[src/rtl/ps2_pkg.sv]
// Shared definitions for the PS/2 keypad front end: scan-code set 2
// constants, receiver state encoding and the code-to-Chip-8-key map.
package ps2_pkg;

  localparam logic [7:0] SC_EXT   = 8'hE0;
  localparam logic [7:0] SC_BREAK = 8'hF0;

  // Set-2 make codes for the 4x4 block 1234/QWER/ASDF/ZXCV
  localparam logic [7:0] SC_KEY_1 = 8'h16;
  localparam logic [7:0] SC_KEY_2 = 8'h1E;
  localparam logic [7:0] SC_KEY_3 = 8'h26;
  localparam logic [7:0] SC_KEY_C = 8'h25;
  localparam logic [7:0] SC_KEY_4 = 8'h15;
  localparam logic [7:0] SC_KEY_5 = 8'h1D;
  localparam logic [7:0] SC_KEY_6 = 8'h24;
  localparam logic [7:0] SC_KEY_D = 8'h2D;
  localparam logic [7:0] SC_KEY_7 = 8'h1C;
  localparam logic [7:0] SC_KEY_8 = 8'h1B;
  localparam logic [7:0] SC_KEY_9 = 8'h23;
  localparam logic [7:0] SC_KEY_E = 8'h2B;
  localparam logic [7:0] SC_KEY_A = 8'h1A;
  localparam logic [7:0] SC_KEY_0 = 8'h22;
  localparam logic [7:0] SC_KEY_B = 8'h21;
  localparam logic [7:0] SC_KEY_F = 8'h2A;

  typedef enum logic [1:0] {
    IDLE   = 2'd0,
    DATA   = 2'd1,
    PARITY = 2'd2,
    STOP   = 2'd3
  } rx_state_t;

  typedef struct packed {
    logic       hit;
    logic [3:0] idx;
  } key_map_t;

  // Translate a non-extended scan code into a Chip-8 key index
  function automatic key_map_t map_scan_code(input logic [7:0] code);
    key_map_t m;
    m.hit = 1'b1;
    m.idx = 4'h0;
    case (code)
      SC_KEY_0: m.idx = 4'h0;
      SC_KEY_1: m.idx = 4'h1;
      SC_KEY_2: m.idx = 4'h2;
      SC_KEY_3: m.idx = 4'h3;
      SC_KEY_4: m.idx = 4'h4;
      SC_KEY_5: m.idx = 4'h5;
      SC_KEY_6: m.idx = 4'h6;
      SC_KEY_7: m.idx = 4'h7;
      SC_KEY_8: m.idx = 4'h8;
      SC_KEY_9: m.idx = 4'h9;
      SC_KEY_A: m.idx = 4'hA;
      SC_KEY_B: m.idx = 4'hB;
      SC_KEY_C: m.idx = 4'hC;
      SC_KEY_D: m.idx = 4'hD;
      SC_KEY_E: m.idx = 4'hE;
      SC_KEY_F: m.idx = 4'hF;
      default:  m.hit = 1'b0;
    endcase
    return m;
  endfunction

endpackage

[src/rtl/ps2_rx.sv]
// PS/2 frame receiver: synchronizes the slow PS/2 clock/data, detects
// falling edges, assembles 11-bit frames and flags framing faults.
// o_byte_valid is a one-cycle strobe with no ready: o_byte is stable
// while it is high and the consumer must take it on that cycle.
module ps2_rx
  import ps2_pkg::*;
#(
  parameter int TIMEOUT_CYCLES = 5000,
  parameter int SYNC_STAGES    = 2
) (
  input  logic       i_clk,
  input  logic       i_rst_n,
  input  logic       i_ps2_clk,
  input  logic       i_ps2_data,
  output logic [7:0] o_byte,
  output logic       o_byte_valid,
  output logic       o_frame_err
);

  localparam int              TW   = $clog2(TIMEOUT_CYCLES + 1);
  localparam logic [TW-1:0]   TMAX = TW'(TIMEOUT_CYCLES);

  logic [SYNC_STAGES-1:0] r_clk_sync;
  logic [SYNC_STAGES-1:0] r_data_sync;
  logic                   r_clk_prev;
  rx_state_t              r_state;
  rx_state_t              w_state_nxt;
  logic [2:0]             r_bitcnt;
  logic [7:0]             r_shift;
  logic                   r_parity;
  logic [TW-1:0]          r_tcnt;
  logic [7:0]             r_byte;
  logic                   r_byte_valid;
  logic                   r_frame_err;

  logic w_clk_s;
  logic w_data_s;
  logic w_fall;
  logic w_timeout;
  logic w_deliver;
  logic w_bad;

  assign w_clk_s  = r_clk_sync[SYNC_STAGES-1];
  assign w_data_s = r_data_sync[SYNC_STAGES-1];
  assign w_fall   = r_clk_prev & ~w_clk_s;
  // A falling edge in the same cycle wins over an expiring timeout
  assign w_timeout = (r_state != IDLE) && !w_fall && (r_tcnt == TMAX);

  // Synchronizer chains, reset to the idle-high line level
  always_ff @(posedge i_clk or negedge i_rst_n) begin
    if (!i_rst_n) begin
      r_clk_sync  <= '1;
      r_data_sync <= '1;
      r_clk_prev  <= 1'b1;
    end else begin
      r_clk_sync  <= {r_clk_sync[SYNC_STAGES-2:0], i_ps2_clk};
      r_data_sync <= {r_data_sync[SYNC_STAGES-2:0], i_ps2_data};
      r_clk_prev  <= w_clk_s;
    end
  end

  // Idle counter: cleared by each falling edge, saturates at the limit
  always_ff @(posedge i_clk or negedge i_rst_n) begin
    if (!i_rst_n) begin
      r_tcnt <= '0;
    end else if (w_fall) begin
      r_tcnt <= '0;
    end else if (r_tcnt != TMAX) begin
      r_tcnt <= r_tcnt + 1'b1;
    end
  end

  // Frame FSM state register
  always_ff @(posedge i_clk or negedge i_rst_n) begin
    if (!i_rst_n) r_state <= IDLE;
    else          r_state <= w_state_nxt;
  end

  // Frame FSM next-state logic
  always_comb begin
    w_state_nxt = r_state;
    if (w_timeout) begin
      w_state_nxt = IDLE;
    end else if (w_fall) begin
      case (r_state)
        IDLE:    if (!w_data_s) w_state_nxt = DATA;
        DATA:    if (r_bitcnt == 3'd7) w_state_nxt = PARITY;
        PARITY:  w_state_nxt = STOP;
        STOP:    w_state_nxt = IDLE;
        default: w_state_nxt = IDLE;
      endcase
    end
  end

  // Frame FSM outputs: deliver a good byte or flag a fault on stop/timeout
  always_comb begin
    w_deliver = 1'b0;
    w_bad     = 1'b0;
    if (w_timeout) begin
      w_bad = 1'b1;
    end else if (w_fall && (r_state == STOP)) begin
      if (w_data_s && ((^r_shift) ^ r_parity)) w_deliver = 1'b1;
      else                                     w_bad     = 1'b1;
    end
  end

  // Shift register, bit counter, parity latch and registered strobes
  always_ff @(posedge i_clk or negedge i_rst_n) begin
    if (!i_rst_n) begin
      r_bitcnt     <= '0;
      r_shift      <= '0;
      r_parity     <= 1'b0;
      r_byte       <= '0;
      r_byte_valid <= 1'b0;
      r_frame_err  <= 1'b0;
    end else begin
      r_byte_valid <= w_deliver;
      r_frame_err  <= w_bad;
      if (w_deliver) r_byte <= r_shift;
      if (w_fall) begin
        if (r_state == IDLE) begin
          r_bitcnt <= '0;
        end else if (r_state == DATA) begin
          r_shift  <= {w_data_s, r_shift[7:1]};
          r_bitcnt <= r_bitcnt + 1'b1;
        end else if (r_state == PARITY) begin
          r_parity <= w_data_s;
        end
      end
    end
  end

  assign o_byte       = r_byte;
  assign o_byte_valid = r_byte_valid;
  assign o_frame_err  = r_frame_err;

endmodule

[src/rtl/ps2_keypad.sv]
// PS/2 set-2 keyboard to Chip-8 hex keypad decoder. Tracks E0/F0
// prefixes and keeps a held-key bitmap for the chip8 machine.
module ps2_keypad
  import ps2_pkg::*;
#(
  parameter int TIMEOUT_CYCLES = 5000,
  parameter int SYNC_STAGES    = 2
) (
  input  logic        clk,
  input  logic        reset_n,
  input  logic        ps2_clk,
  input  logic        ps2_data,
  output logic [15:0] keys,
  output logic        key_event,
  output logic [3:0]  key_code,
  output logic        key_down,
  output logic        frame_err
);

  logic [7:0]  w_byte;
  logic        w_byte_valid;
  logic        w_frame_err;
  key_map_t    w_map;

  logic        r_ext;
  logic        r_brk;
  logic [15:0] r_keys;
  logic        r_event;
  logic [3:0]  r_code;
  logic        r_down;

  ps2_rx #(
    .TIMEOUT_CYCLES (TIMEOUT_CYCLES),
    .SYNC_STAGES    (SYNC_STAGES)
  ) u_rx (
    .i_clk        (clk),
    .i_rst_n      (reset_n),
    .i_ps2_clk    (ps2_clk),
    .i_ps2_data   (ps2_data),
    .o_byte       (w_byte),
    .o_byte_valid (w_byte_valid),
    .o_frame_err  (w_frame_err)
  );

  assign w_map = map_scan_code(w_byte);

  // Prefix tracking, key bitmap update and event strobe generation
  always_ff @(posedge clk or negedge reset_n) begin
    if (!reset_n) begin
      r_ext   <= 1'b0;
      r_brk   <= 1'b0;
      r_keys  <= '0;
      r_event <= 1'b0;
      r_code  <= '0;
      r_down  <= 1'b0;
    end else begin
      r_event <= 1'b0;
      if (w_frame_err) begin
        r_ext <= 1'b0;
        r_brk <= 1'b0;
      end else if (w_byte_valid) begin
        if (w_byte == SC_EXT) begin
          r_ext <= 1'b1;
        end else if (w_byte == SC_BREAK) begin
          r_brk <= 1'b1;
        end else begin
          r_ext <= 1'b0;
          r_brk <= 1'b0;
          if (!r_ext && w_map.hit) begin
            r_keys[w_map.idx] <= ~r_brk;
            r_event           <= 1'b1;
            r_code            <= w_map.idx;
            r_down            <= ~r_brk;
          end
        end
      end
    end
  end

  assign keys      = r_keys;
  assign key_event = r_event;
  assign key_code  = r_code;
  assign key_down  = r_down;
  assign frame_err = w_frame_err;

endmodule

[config.mk]
export PLATFORM = sky130hd
export DESIGN_NAME = ps2_keypad
export DESIGN_NICKNAME = d
export VERILOG_FILES = /design/src/rtl/ps2_pkg.sv /design/src/rtl/ps2_rx.sv /design/src/rtl/ps2_keypad.sv
export SDC_FILE = /design/constraint.sdc
export NUM_CORES = 1
export LEC_CHECK = 0
export BUFFER_PORTS_ARGS = -buffer_cell sky130_fd_sc_hd__buf_4
export CAP_MARGIN = 20
export CORE_MARGIN = 3
export CORE_UTILIZATION = 30
export DETAILED_ROUTE_END_ITERATION = 10
export PLACE_DENSITY = 0.51
export SYNTH_ARGS = -nofsm -noshare
export SYNTH_HDL_FRONTEND = slang
export SYNTH_SLANG_ARGS = --single-unit
export TNS_END_PERCENT = 10
[constraint.sdc]
create_clock -name clk -period 4.21 [get_ports clk]
set_input_delay 0.6315 -clock clk [delete_from_list [all_inputs] [get_ports clk]]
set_output_delay 0.6315 -clock clk [all_outputs]
set_load 0.005 [all_outputs]
==> results_dict.tcl, run 1 <==
set metrics [dict create \
    drt_first_iter_violations 105 \
    crit_family "simple AND/OR/NAND/NOR gates" \
    powerDensity_nw_per_um2 535 \
    core_area_um2 11500 \
    synthTopCellsByCount "61 x dfrtp_1, 29 x inv_1, 27 x nor2_1, 23 x mux2i_1, 17 x mux2_2" \
    grt_first_pass_wirelength_mm 12.3 \
    finalCoreUtilization 0.360 \
    synth_top_cell_by_area "dfrtp_1" \
    antenna_found_initial 0 \
    path_clk_slew_ps 50 \
    avgSynthCellArea_um2 10.6 \
    report.final.setup_viol 0 \
    cap_violations 0 \
    finalHoldViolCount 0 \
    ys_seq_area_frac 0.468 \
    cts_hold_buf 0 \
    stdcell_area_um2 4120 \
    cp_slowest_stage_delay_ps 570 \
    hpwl_mm 4.66 \
    max_slew_margin 0.354 \
    ant_nets 0 \
    min_path_type "register to register" \
    die_w_um 115 \
    cp_num_buf_inv 0 \
    cp_max_fo 13 \
    ctsResizeCount 0 \
    yosys_warnings 0 \
    reg2reg_from "u_rx.o_byte[5]" \
    die-area_um2 13200 \
    synth-seq-cells 66 \
    port_buffers 26 \
    post_dp_cell_area_um2 3830 \
    grt_pass1_vias 2449 \
    synth-edff-count 0 \
    crit_path_top_delay_cell "dfrtp_1" \
    synth_area_um2 3540 \
    diodes 0 \
    firstDrtPassIters 4 \
    numCtsBuffers 9 \
    start_util 0.309 \
    yosysTopAreaCellShare 0.431 \
    setup_slack_ps 1820 \
    layout.nets 365 \
    setup_tns_ps 0 \
    post_route_cells_drive_above_1_share 0.221 \
    yosysMostFrequentCell "dfrtp_1" \
    vias 2445 \
    clk_latency_ps 330 \
    syn_to_final_growth_pct 16.3 \
    endpoint_kind "register" \
    drc 0 \
    synth_cells 333 \
    routabilityCongestion 0.831 \
    finClkSkew_ps 8.07 \
    hold_start "u_rx.r_data_sync[0]" \
    worst_pin_slew_ps 961 \
    slew_viol_final 0 \
    grt_usage 0.118 \
    place_ws_ps 1800 \
    irDropWorstVdd_mv 0.239 \
    ys_types 66 \
    ios 27 \
    cellLeakagePower_nw 1.89 \
    ys.flop_type "dfrtp_1" \
    vias_per_cell 4.88 \
    arrival_ps 2640 \
    period_share 0.567 \
    rr_endpoint "keys[1]" \
    synth_nets 345 \
    rsz0062_at_grt "no" \
    worstHoldPathCells 0 \
    htreeDepth 3 \
    rrSetupSlack_ps 1820 \
    drt-wirelength-per-cell_um 13.8 \
    min_period_ps 2390 \
    cts.sinks 66 \
    hold_end "u_rx.r_data_sync[1]" \
    cts-root-buf "clkbuf_16" \
    worstPathCellList "nor4b_2 > o21ai_0 > o22ai_2 > nor4b_1 > mux2i_1" \
    path_class "register to register" \
    async_reset_ff_frac 1.00 \
    wl_mm 6.92 \
    ys_top_cells_by_area "dfrtp_1 43%, mux2i_1 6.5%, mux2_2 5.4%, dfstp_2 3.7%, inv_1 3.1%" \
    r2r_cells 5 \
    cts_post_setup_buffers_inserted 0 \
    grt_max_degree 67 \
    p_total_mw 2.21 \
    tritoncts "built" \
    cp.required_ps 4460 \
    clock.fmax_mhz 419 \
    die_h_um 115 \
    critPathLaunchType "register" \
    status "finished clean" \
    num_rows 39 \
    grt_overflow_total 0 \
    clockBufferDepth 2 \
]
-- metal layers --
layer  global-route usage  vias to the layer above  share of wire
li1                     -                     1203              -
met1                0.166                     1188           0.49
met2                0.167                       43           0.45
met3               0.0359                       11          0.046
met4               0.0467                        0          0.019
met5                    0                        -              0
-- cells in the final DEF, fill, tap and decap left out, types with 3 or more instances in the layout --
master and count:
dfrtp_1 61, inv_1 29, nor2_1 27, buf_4 27
mux2i_1 23, mux2_2 17, nand2_1 14, nand3_1 12
o21ai_0 10, xnor2_1 9, xor2_1 9, clkbuf_16 9
a21oi_1 8, ha_1 8, nand4_1 7, nand2b_1 7
nor2b_1 5, o211ai_1 5, dfstp_2 5, nand3b_1 4
clkbuf_1 3
-- worst register-to-register path: stages (launching register included) --
cell and delay (ps):
dfrtp_1 570, nor4b_2 500, o21ai_0 200, o22ai_2 460
nor4b_1 350, mux2i_1 220
-- cell type report --
type / count / area [um^2]
sequential: 66 / 1660
clock inverter: 3 / 40.0
fill: 1140 / 7340
clock buffer: 13 / 250
inverter: 29 / 109
tap: 143 / 179
multi-input combinational: 220 / 1680
timing repair buffer: 27 / 203
-- cell families after synthesis --
| group | Yosys count | synth area share |
|---|---|---|
| buf+inv | 47 | 0.0568 |
| compound gates | 51 | 0.105 |
| simple gates | 102 | 0.172 |
| xor+xnor | 19 | 0.0508 |
| mux | 40 | 0.119 |
| fa+ha+maj | 8 | 0.0282 |
| flops | 66 | 0.468 |
-- stage by stage --
step | hold WS (ps) | cells
after global routing | 358 | 501
after global placement | 347 | 485
final | 354 | 501
after floorplan | 336 | 333
after detailed placement | 348 | 485
after CTS | 356 | 501
-- sequential cells by signal, summed over array words and instances (netlist names) --
register and flops:
key_code 4, key_down 1, key_event 1, keys 16, r_brk 1, r_ext 1, u_rx.o_byte 8, u_rx.o_byte_valid 1
u_rx.o_frame_err 1, u_rx.r_bitcnt 3, u_rx.r_clk_prev 1, u_rx.r_clk_sync 2, u_rx.r_data_sync 2, u_rx.r_parity 1, u_rx.r_shift 8, u_rx.r_state 2
u_rx.r_tcnt 13
-- worst max path at each step --
| stage | startpoint | end | cells past startpoint |
|---|---|---|---|
| 2_1_floorplan | u_rx.o_byte[5] | keys[3] | 6 |
| 3_3_place_gp | u_rx.o_byte[2] | keys[8] | 5 |
| 3_5_place_dp | u_rx.o_byte[5] | keys[1] | 5 |
| 4_1_cts | u_rx.o_byte[5] | keys[1] | 5 |
| 5_1_grt | u_rx.o_byte[5] | keys[1] | 5 |
| 6_report | u_rx.o_byte[5] | keys[1] | 5 |
-- power breakdown --
part | total [mW] | switching (mW) | internal, mW
sequential | 0.921 | 0.179 | 0.741
combinational | 0.553 | 0.260 | 0.293
clock | 0.731 | 0.258 | 0.473
(Power assumes the default switching activity.)
==> run 2, diff against run 1 <==
==> constraint.sdc (replaced) <==
create_clock -name clk -period 2.3 [get_ports clk]
set_input_delay 0.345 -clock clk [delete_from_list [all_inputs] [get_ports clk]]
set_output_delay 0.345 -clock clk [all_outputs]
set_load 0.005 [all_outputs]
==> run 2 against run 1 <==
  * Total power rose by 100%
  * Critical path type unchanged
  * Critical path depth did not move
  * Flip-flop and latch count did not move
  * Combinational power rose by 110%
  * Cell count rose by 3.4%
==> results_dict.tcl, run 2 (synthesis gave the netlist of run 1 again) <==
set metrics [dict create \
    grt_max_degree 43 \
    grtUsageMet2 0.185 \
    seqCellArea_um2 1660 \
    clock.fmax_mhz 470 \
    layout_common_cells "58 x dfrtp_1, 43 x buf_4, 29 x inv_1, 27 x nor2_1, 23 x mux2i_1" \
    use_met3 0.0370 \
    routabilityCongestion 0.852 \
    wl_mm 7.36 \
    ios 27 \
    max_slew_margin 0.586 \
    antenna_found_initial 0 \
    largest_reg_flops 16 \
    cap_violations 0 \
    drc 0 \
    layout.nets 382 \
    diodes 0 \
    powerDensity_nw_per_um2 1030 \
    start_util 0.309 \
    core_area_um2 11500 \
    grt_pass1_vias 2560 \
    cts.sinks 66 \
    numCtsBuffers 9 \
    path_clk_slew_ps 60 \
    cts-root-buf "clkbuf_16" \
    clockBufferDepth 2 \
    period_share 0.925 \
    grt_overflow_total 0 \
    min_path_type "primary input to async pin" \
    endpoint_kind "register" \
    die_h_um 115 \
    place_ws_ps 90.7 \
    cellLeakagePower_nw 2.01 \
    setup_tns_ps 0 \
    min_period_ps 2130 \
    path_class "register to register" \
    cts_post_setup_buffers_inserted 0 \
    crit_path_top_delay_cell "or4b_4" \
    irDropWorstVdd_mv 0.578 \
    finalHoldViolCount 0 \
    ant_nets 0 \
    slew_viol_final 0 \
    grt.busiest_layer "met2" \
    drt-wirelength-per-cell_um 14.2 \
    tritoncts "built" \
    vias_per_cell 4.87 \
    report.final.setup_viol 0 \
    vias 2524 \
    drt_first_iter_violations 100 \
    cts_hold_buf 0 \
    multi_input_area_um2 1700 \
    cp_num_buf_inv 0 \
    critPathLaunchType "register" \
    cp_slowest_stage_delay_ps 600 \
    cp.required_ps 2550 \
    hpwl_mm 5.21 \
    die_w_um 115 \
    worst_pin_slew_ps 622 \
    post_route_cells_drive_above_1_share 0.277 \
    grt_usage 0.120 \
    cp_max_fo 9 \
    htreeDepth 3 \
    syn_to_final_growth_pct 23.0 \
    arrival_ps 2380 \
    grt_first_pass_wirelength_mm 12.5 \
    crit_family "simple AND/OR/NAND/NOR gates" \
    finClkSkew_ps 5.10 \
    clk_latency_ps 330 \
    num_rows 39 \
    worstPathCellList "or4b_4 > o32ai_2 > o21ai_1 > nor4b_2 > mux2i_1" \
    ctsResizeCount 0 \
    status "finished clean" \
    grt_util_met1 0.158 \
    firstDrtPassIters 4 \
    nFillCells 1110 \
    mostFrequentLayoutCell "dfrtp_1" \
    port_buffers 26 \
    die-area_um2 13200 \
    rsz0062_at_grt "no" \
    setup_slack_ps 172 \
    rrSetupSlack_ps 170 \
]
[run 2: cell count changes in the layout (fill, tap and decap cells not counted)]
cell / change
buf_4: +16
bufinv_16: +3
dfrtp_1: -3
dfrtp_2: +3
clkbuf_1: -2
a2111oi_1: -1
a2111oi_2: +1
buf_12: +1
clkinv_2: -1
o31ai_1: -1
o31ai_2: +1
or4b_1: -1
or4b_4: +1
[run 2: path summary, 6_finish.rpt]
kind / startpoint / to / cells after the start
worst max-delay path: u_rx.o_byte[7] / keys[3] / 5
worst min-delay path: reset_n / u_rx.r_tcnt[5] / 1
worst max register to register: u_rx.o_byte[7] / keys[3] / 5
worst min register to register: u_rx.r_data_sync[0] / u_rx.r_data_sync[1] / 0
max in group asynchronous: reset_n / u_rx.o_byte[4] / 2
min in group clk: ps2_clk / u_rx.r_clk_sync[0] / 1
[run 2: worst reg2reg max path: cells and delay by family (launching register included)]
| family | cells | cell delay, ps |
|---|---|---|
| and+or+nand+nor | 2 | 910 |
| muxes | 1 | 210 |
| AOI/OAI and AO/OA | 2 | 430 |
| DFF | 1 | 490 |
[run 2: per-layer routing]
layer | routed length, um | share of wire
met4 | 76 | 0.010
met2 | 3380 | 0.46
met3 | 329 | 0.045
met5 | 0 | 0
met1 | 3580 | 0.49
[run 2: through the flow]
stage                      util  area (um^2)  std cells  hold slack [ps]  power [mW]
after floorplan               -         3540        333             49.4        2.53
after global placement    0.346         3970        502              347        2.78
after detailed placement  0.346         3970        502              348        2.82
after CTS                 0.379         4340        518             25.4        4.54
after global routing      0.380         4360        518             47.9        4.77
final                     0.380         4360        518             2.74        4.49
[run 2: power by group]
part	switching [mW]	internal [mW]
Combinational	0.548	0.598
Sequential	0.300	1.36
Clock	0.486	1.20
Total	1.33	3.16
[run 2: final cells by class]
cell class | instances | area share
clock buffer | 11 | 0.0557
clock inverter | 5 | 0.0287
inverter | 29 | 0.0250
multi-input combinational | 220 | 0.390
sequential | 66 | 0.381
tap | 143 | 0.0411
timing repair buffer | 44 | 0.0787
